File: src/rtl/sequence_checker_sat_counter.sv
// sat_counter: W-bit up counter that sticks at all-ones.
//   clk   in  1  clock, posedge
//   rst   in  1  synchronous active-high reset, clears count
//   inc   in  1  increment request for this cycle
//   count out W  current count, registered
module sat_counter #(
  parameter int W = 8
) (
  input  logic         clk,
  input  logic         rst,
  input  logic         inc,
  output logic [W-1:0] count
);

  logic [W-1:0] count_q;
  logic [W-1:0] count_d;

  always_comb begin
    count_d = count_q;
    if (inc && (count_q != {W{1'b1}})) begin
      count_d = count_q + W'(1);
    end
  end

  always_ff @(posedge clk) begin
    if (rst) begin
      count_q <= '0;
    end else begin
      count_q <= count_d;
    end
  end

  assign count = count_q;

endmodule

File: config.mk
export PLATFORM = sky130hd
export DESIGN_NAME = sat_counter
export DESIGN_NICKNAME = d
export VERILOG_FILES = /design/src/rtl/sequence_checker_sat_counter.sv
export SDC_FILE = /design/constraint.sdc
export NUM_CORES = 1
export LEC_CHECK = 0
export ABC_AREA = 1
export BUFFER_PORTS_ARGS = -buffer_cell sky130_fd_sc_hd__buf_2
export CAP_MARGIN = 15
export CORE_AREA = 2 2 39 41
export CTS_CLUSTER_SIZE = 25
export DETAILED_ROUTE_END_ITERATION = 10
export DIE_AREA = 0 0 41 43
export GPL_TIMING_DRIVEN = 0
export PLACE_DENSITY_LB_ADDON = 0.3
export SLEW_MARGIN = 30
export SYNTH_ARGS = -nofsm -noshare
export SYNTH_HDL_FRONTEND = slang
export SYNTH_SLANG_ARGS = --single-unit
File: constraint.sdc
create_clock -name clk -period 1.9 [get_ports clk]
set_input_delay 0.095 -clock clk [delete_from_list [all_inputs] [get_ports clk]]
set_output_delay 0.095 -clock clk [all_outputs]
set_load 0.01 [all_outputs]
* Word level (Yosys, flattened, before mapping)
Index checks and enable logic that the tools add are counted.
** Operators by class
- $add $sub $neg :: 1
- $mul :: 0
- Divide/modulo/power cells :: 0
- Magnitude comparators :: 0
- Equal/unequal tests :: 1
- Shift operators :: 0
- Multiplexer cells :: 0
- Bitwise logic cells :: 0
- Reduce and logical (&&, ||, !) cells :: 1
** Operators by type and width (count)
- $add 8x1->8 const B :: 1
- $ne 8x8->1 const B :: 1
- $logic_and 1x1->1 :: 1
** Word-level totals
- Register bits :: 8
- Latch bits :: 0
- RAM bits :: 0
- Bits in read-only memories :: 0
- Bits of input ports :: 3
- Word-level logic and storage cells :: 4
- Memories :: 0

* Longest topological paths before layout
Gate-level depths: netlist (run 1).
- Depth in word-level cells :: 2
- Depth in mapped cells :: 8

* Least setup slack after synthesis (run 1)
No wires, ideal clock.
- Path type :: reg2reg
- From :: reg count_q[0] (netlist: count[0])
- To :: reg count_q[3] (netlist: count[3])
- Data arrival time :: 1.136 ns
- Path slack :: 0.649 ns
- Cell stages (with the launch flop) :: 8
- Path buffers :: 1
- Period minus slack after synthesis :: 1.251 ns
- Cell sequence :: dfxtp_1 > ha_1 > nand3_2 > inv_2 > nand2_2 > buf_6 > a21oi_1 > nor2_1
** Between the ends
- Word-level cells in the longest chain between the ends :: 2
** Ends and longest elaborated chain
- from (decl) :: RTL line 15 : logic [W-1:0] count_q;
- from (signal assigned) :: RTL line 29 : count_q <= count_d;
- branches (longest 2 deep; another with $add 8x1->8)
Parallel ways; which one is timed is not known.
A chain may end at the register's enable or synchronous reset.

* Worst setup path in the final report (run 1)
- From :: reg count_q[1] (netlist: count[1])
- To :: reg count_q[1] (netlist: count[1])
Same word-level chain as after synthesis.

==> results.md, run 1 <==
- Max-cap violation count: 0
- Global-route wire length before repair: roughly 1700 um
- Initial antenna violation count: 0
- Die width: between 40 and 50 um
- Input/output buffers: 10
- Fin. Hold Viols: 0
- Synth area leader: dfxtp_1
- Detail Placement HPWL: around 760 um
- Setup violators final: 0
- Vias after detailed routing: roughly 500
- Clock root cell: clkbuf_4
- Vias in the first global route: around 430
- Postcts setup bufs: 0
- Slew HR: between 80% and 90%
- Clk buf depth: 2
- Leakage: roughly 0.30 nW
- CP max-delay cell: dfxtp_1
- WL/cell: 9.69 um
- DR iter-0 viols: 6
- Mapped Area: roughly 480 um^2
- CTS clock-pin slew for the worst setup and hold paths: roughly 0.06 ns
- Initial Util: a little over a third
- Antenna diodes: 0
- Seq cells post-synth: 8
- Area grow syn2layout: 19.1%
- Synth Net Count: between 80 and 90
- Clock share of power: about two fifths
- Crit Path Category: register to register
- Placer Congestion: 0.757
- Height of the die: about 43 um
- Status: finished clean
- H-tree levels: 1
- Cell internal pwr: roughly 260 uW
- Critical Path RT: about 2 ns
- Post-DRT Antenna Nets: 0
- # resized after CTS: 0
- Overall global routing resource usage: ~14%
- Crit share post-route: 68.7%
- # IOs: 11
- Worst Clk Skew: ~0.0021 ns
- CP peak stage delay: 0.40 ns
- Detailed Routing Iterations Pass 1: 4
- Cell Area, Placed: between 500 and 600 um^2
- Worst Path Arrival: approximately 1.5 ns
- Largest cells by area after synthesis: dfxtp_1, nand2_1, nor2_1
- GRT overflow: 0
- Worst Path Max Fanout: 10
- Final net count: 96
- Crit start category: register
- Post-synth top area share: around a third
- Fraction of layout cells with a size suffix above 1: about a quarter
- Via density: 4.58
- Die area: 1760 um^2
- CTS buffer count: 3
- Post-CTS Hold Buffers: 0
- Yosys cell types: 15
- RSZ-0062 raised after global routing: no
- YS warnings: 0
- Clk_lat worst skew: 0.26 ns
- Slew of the pin with the lowest slew margin: roughly 0.25 ns
- Synth Instances: 77
- Avg Cell Area, Syn: 6.29 um^2
- Max-slew violations: 0
- Fmax: ~770 MHz
- Crit path time final: 1.31 ns
- Hold WC Path Type: primary input to register
- Switch share: between 20 and 30%
- Row cnt: 14
- Post-synthesis sequential area ratio: 33.1%
- Core area: between 1000 and 1500 um^2
- CTS tree: done
- Pwr Density: slightly above 600 nW/um^2
- Largest register FFs: 8
- Setup total negative slack: 0 ns
- DRT Wirelength: about 1000 um
- Drt drc: 0
- Reg power frac: around half
- Final instance area: about 580 um^2
- Pin count of the biggest net entering global routing: 11
- CTS Sinks: 8
- Switching Power: ~90 uW
- CP Cell Sequence: ha_1 > nand3_2 > inv_2 > nand2_2 > buf_6 > a21oi_1 > nor2_1
- VDD IR-drop max: about 400 uV
- Logic pwr share: 9.3%
- Worst Setup End Kind: register
==> stage by stage <==
step / total power [mW] / setup slack [ns] / hold slack (ns) / instances / utilization [%]
2_1_floorplan: 0.202 / 0.649 / 0.259 / 77 / -
3_3_place_gp: 0.213 / 0.629 / 0.363 / 103 / 40.1
3_5_place_dp: 0.214 / 0.603 / 0.374 / 103 / 40.1
4_1_cts: 0.353 / 0.593 / 0.0968 / 106 / 41.7
5_1_grt: 0.362 / 0.474 / 0.128 / 106 / 41.7
6_report: 0.349 / 0.594 / 0.101 / 106 / 41.7
==> logic make-up after synthesis <==
kind of cell / share of synthesized area [%]
flops: 33.1
simple gates: 44.7
fa+ha+maj: 2.58
buf+inv: 12.4
compound gates: 7.23
==> power by group through the flow <==
stage / Combinational (mW) / Sequential (mW) / Clock [mW]
6_report: 0.0325 / 0.178 / 0.139
5_1_grt: 0.0380 / 0.178 / 0.146
4_1_cts: 0.0330 / 0.178 / 0.142
3_5_place_dp: 0.0330 / 0.181 / 0
3_3_place_gp: 0.0314 / 0.181 / 0
2_1_floorplan: 0.0200 / 0.182 / 0
==> Yosys cell counts <==
cell	count
a21oi_1	6
buf_4	1
buf_6	1
dfxtp_1	8
ha_1	1
inv_1	9
inv_2	2
nand2_1	20
nand2_2	1
nand3_1	7
nand3_2	2
nand3b_2	1
nor2_1	15
nor2_2	2
o21ai_1	1
==> layer usage <==
metal | part of all wire (%) | vias to the layer above | GRT usage, %
li1 | - | 264 | -
met1 | 48 | 210 | 18.9
met2 | 46 | 10 | 19.7
met3 | 5.9 | 2 | 3.14
met4 | 0.58 | 0 | 8.00
met5 | 0 | - | 0
==> worst paths after layout <==
check | start | to | slack [ns] | depth (start not counted)
hold reg to reg | count[6] | count[6] | 0.48 | 2
hold / removal | rst | count[2] | 0.10 | 4
setup / recovery | count[1] | count[1] | 0.59 | 7
setup reg to reg | count[1] | count[1] | 0.59 | 7
==> placed cells by master (no fill, tap or decap) <==
cell	n
nand2_1	20
nor2_1	15
buf_2	10
inv_1	9
dfxtp_1	8
nand3_1	7
a21oi_1	6
clkbuf_4	3
nand3_2	2
inv_2	2
nor2_2	2
nand2_2	1
buf_6	1
buf_4	1
o21ai_1	1
nand3b_2	1
ha_1	1
==> final cells by class <==
class                           instances  area [um^2]
Fill cell                             147          807
Inverter                               11         41.3
Tap cell                               16         20.0
Multi-Input combinational cell         56          264
Clock buffer                            3         22.5
Timing Repair Buffer                   10         50.0
Sequential cell                         8          160
Buffer                                  2         18.8
==> critical path, delay by kind of cell, from the launching register on <==
family,cells,cell delay [ns]
flops,1,0.40
simple gates,3,0.21
fa+ha+maj,1,0.25
compound gates,1,0.13
buf+inv,2,0.20
No activity file was read; power rests on OpenSTA's default activity.
==> inputs of run 2 (changes only) <==
Clock period 1.9 ns to 1.3 ns, I/O delays scaled along.
==> results.md, run 2 (same netlist as run 1, synthesis figures left out) <==
- Status: finished clean (unchanged)
- Register area: 163 um^2 (was 160 um^2)
- Final setup margin: 0.106 ns (was 0.594 ns)
- Post-Layout Cell Count: 106 (unchanged)
- Via density: 4.65 (was 4.58)
- Worst r2r src: count[0] (was count[1])
- Clk_lat worst skew: 0.26 ns (about the same)
- Max-cap violation count: 0 (unchanged)
- Initial Util: 35.0% (unchanged)
- Worst Path Arrival: 1.34 ns (was 1.46 ns)
- Leakage: 0.298 nW (was 0.299 nW)
- CTS Sinks: 8 (unchanged)
- Post-CTS Hold Buffers: 0 (unchanged)
- Hold WC Path Type: primary input to register (unchanged)
- Crit Path Category: register to register (unchanged)
- Worst Clk Skew: 0.00539 ns (was 0.00214 ns)
- Slew of the pin with the lowest slew margin: 0.246 ns (was 0.245 ns)
- RSZ-0062 raised after global routing: no (unchanged)
- Global-route wire length before repair: 1690 um (unchanged)
- Largest register FFs: 8 (unchanged)
- Final net count: 96 (unchanged)
- Commonest cells after routing, fill and taps aside: nand2_1, nor2_1, buf_2, inv_1, nand3_1 (was nand2_1, nor2_1, buf_2, inv_1, dfxtp_1)
- CTS buffer count: 3 (unchanged)
- Origin of the worst setup path: count[0] (was count[1])
- DRT Wirelength: 1030 um (about the same)
- WL/cell: 9.75 um (was 9.69 um)
- Post-DRT Antenna Nets: 0 (unchanged)
- Pin count of the biggest net entering global routing: 11 (unchanged)
- Antenna diodes: 0 (unchanged)
- GRT overflow: 0 (unchanged)
- Placed cell count: 103 (unchanged)
- Vias in the first global route: 425 (unchanged)
- Crit share post-route: 91.8% (was 68.7%)
- Detail Placement HPWL: 761 um (unchanged)
- Worst Path Max Fanout: 10 (unchanged)
- Slew HR: 83.5% (was 83.6%)
- Clk buf depth: 2 (unchanged)
- Die width: 41 um (unchanged)
- Worst Setup End Kind: register (unchanged)
- Fraction of layout cells with a size suffix above 1: 28.9% (was 25.6%)
- Clock root cell: clkbuf_4 (unchanged)
- Row cnt: 14 (unchanged)
- Most common cell after layout, fill and taps aside: nand2_1 (unchanged)
- H-tree levels: 1 (unchanged)
- Core area: 1380 um^2 (unchanged)
- Overall global routing resource usage: 14.0% (unchanged)
- Detailed Routing Iterations Pass 1: 4 (unchanged)
- Vias after detailed routing: 493 (was 486)
- Post-place setup slack: 0.00265 ns (was 0.603 ns)
- Reg2Reg Setup Slack: 0.11 ns (was 0.59 ns)
- Pwr Density: 870 nW/um^2 (was 605 nW/um^2)
- Crit start category: register (unchanged)
- Worst-case reg-to-reg path depth: 7 (unchanged)
- CTS clock-pin slew for the worst setup and hold paths: 0.06 ns (about the same)
- Setup total negative slack: 0 ns (unchanged)
- Setup violators final: 0 (unchanged)
- Fmax: 838 MHz (was 766 MHz)
- DR iter-0 viols: 4 (was 6)
- Max-slew violations: 0 (unchanged)
- Height of the die: 43 um (unchanged)
- Fin. Hold Viols: 0 (unchanged)
- Final Util: 42.8% (was 41.7%)
- Placer Congestion: 0.757 (unchanged)
- Worst R2R End: count[1] (unchanged)
- Fillers: 144 (was 147)
- Input/output buffers: 10 (unchanged)
- Multi-input gate area: 277 um^2 (was 264 um^2)
- CTS tree: done (unchanged)
- Critical Path RT: 1.45 ns (was 2.05 ns)
- # IOs: 11 (unchanged)
- Critical Path Sink: count[1] (unchanged)
- Area grow syn2layout: 22.2% (was 19.1%)
- Die area: 1760 um^2 (unchanged)
- Initial antenna violation count: 0 (unchanged)
- Crit path time final: 1.19 ns (was 1.31 ns)
- Drt drc: 0 (unchanged)
- VDD IR-drop max: 580 uV (was 397 uV)
run 2: final cells by class:
class	count	share of cell area, %
Tap cell	16	3.38
Buffer	2	3.17
Clock buffer	3	3.81
Timing Repair Buffer	10	8.46
Multi-Input combinational cell	56	46.7
Inverter	11	6.98
Sequential cell	8	27.5
run 2: power breakdown:
part	switching, mW	internal, mW	total (mW)
registers	0.0106	0.252	0.263
clock network	0.0949	0.106	0.201
logic	0.0264	0.0239	0.0503
total	0.132	0.383	0.515
run 2: layer usage:
metal | share of wire [%] | global-route usage, % | vias up | wire length [um]
met5 | 0 | 0 | - | 0
met4 | 0.58 | 8.00 | 0 | 6
li1 | - | - | 266 | -
met3 | 5.3 | 3.14 | 2 | 55
met1 | 49 | 18.9 | 215 | 507
met2 | 45 | 19.7 | 10 | 463
run 2: worst min-delay path by stage:
| stage | cells past startpoint | slack (ns) | endpoint | startpoint |
|---|---|---|---|---|
| 2_1_floorplan | 3 | 0.23 | count[2] | rst |
| 3_3_place_gp | 4 | 0.33 | count[2] | rst |
| 3_5_place_dp | 4 | 0.34 | count[2] | rst |
| 4_1_cts | 4 | 0.07 | count[2] | rst |
| 5_1_grt | 4 | 0.1 | count[2] | rst |
| 6_report | 4 | 0.07 | count[2] | rst |
run 2: per-stage QoR:
step           instance area, um^2  power (mW)  hold slack [ns]
2_1_floorplan                  484       0.296            0.229
3_3_place_gp                   554       0.311            0.333
3_5_place_dp                   554       0.313            0.344
4_1_cts                        581       0.518           0.0668
5_1_grt                        592       0.536           0.0978
6_report                       592       0.515           0.0713
run 2: critical path: stages, from the launching register on:
cell,delay (ns)
dfxtp_2,0.39
ha_4,0.17
nand3_2,0.09
inv_2,0.06
nand2_2,0.05
buf_6,0.14
a21oi_1,0.13
nor2_1,0.06
run 2: timing repair:
item,in CTS,in global routing
resized for setup,2,2
endpoints found under the hold margin,0,0
buffers inserted,0,0
endpoints found under the setup margin,2,6
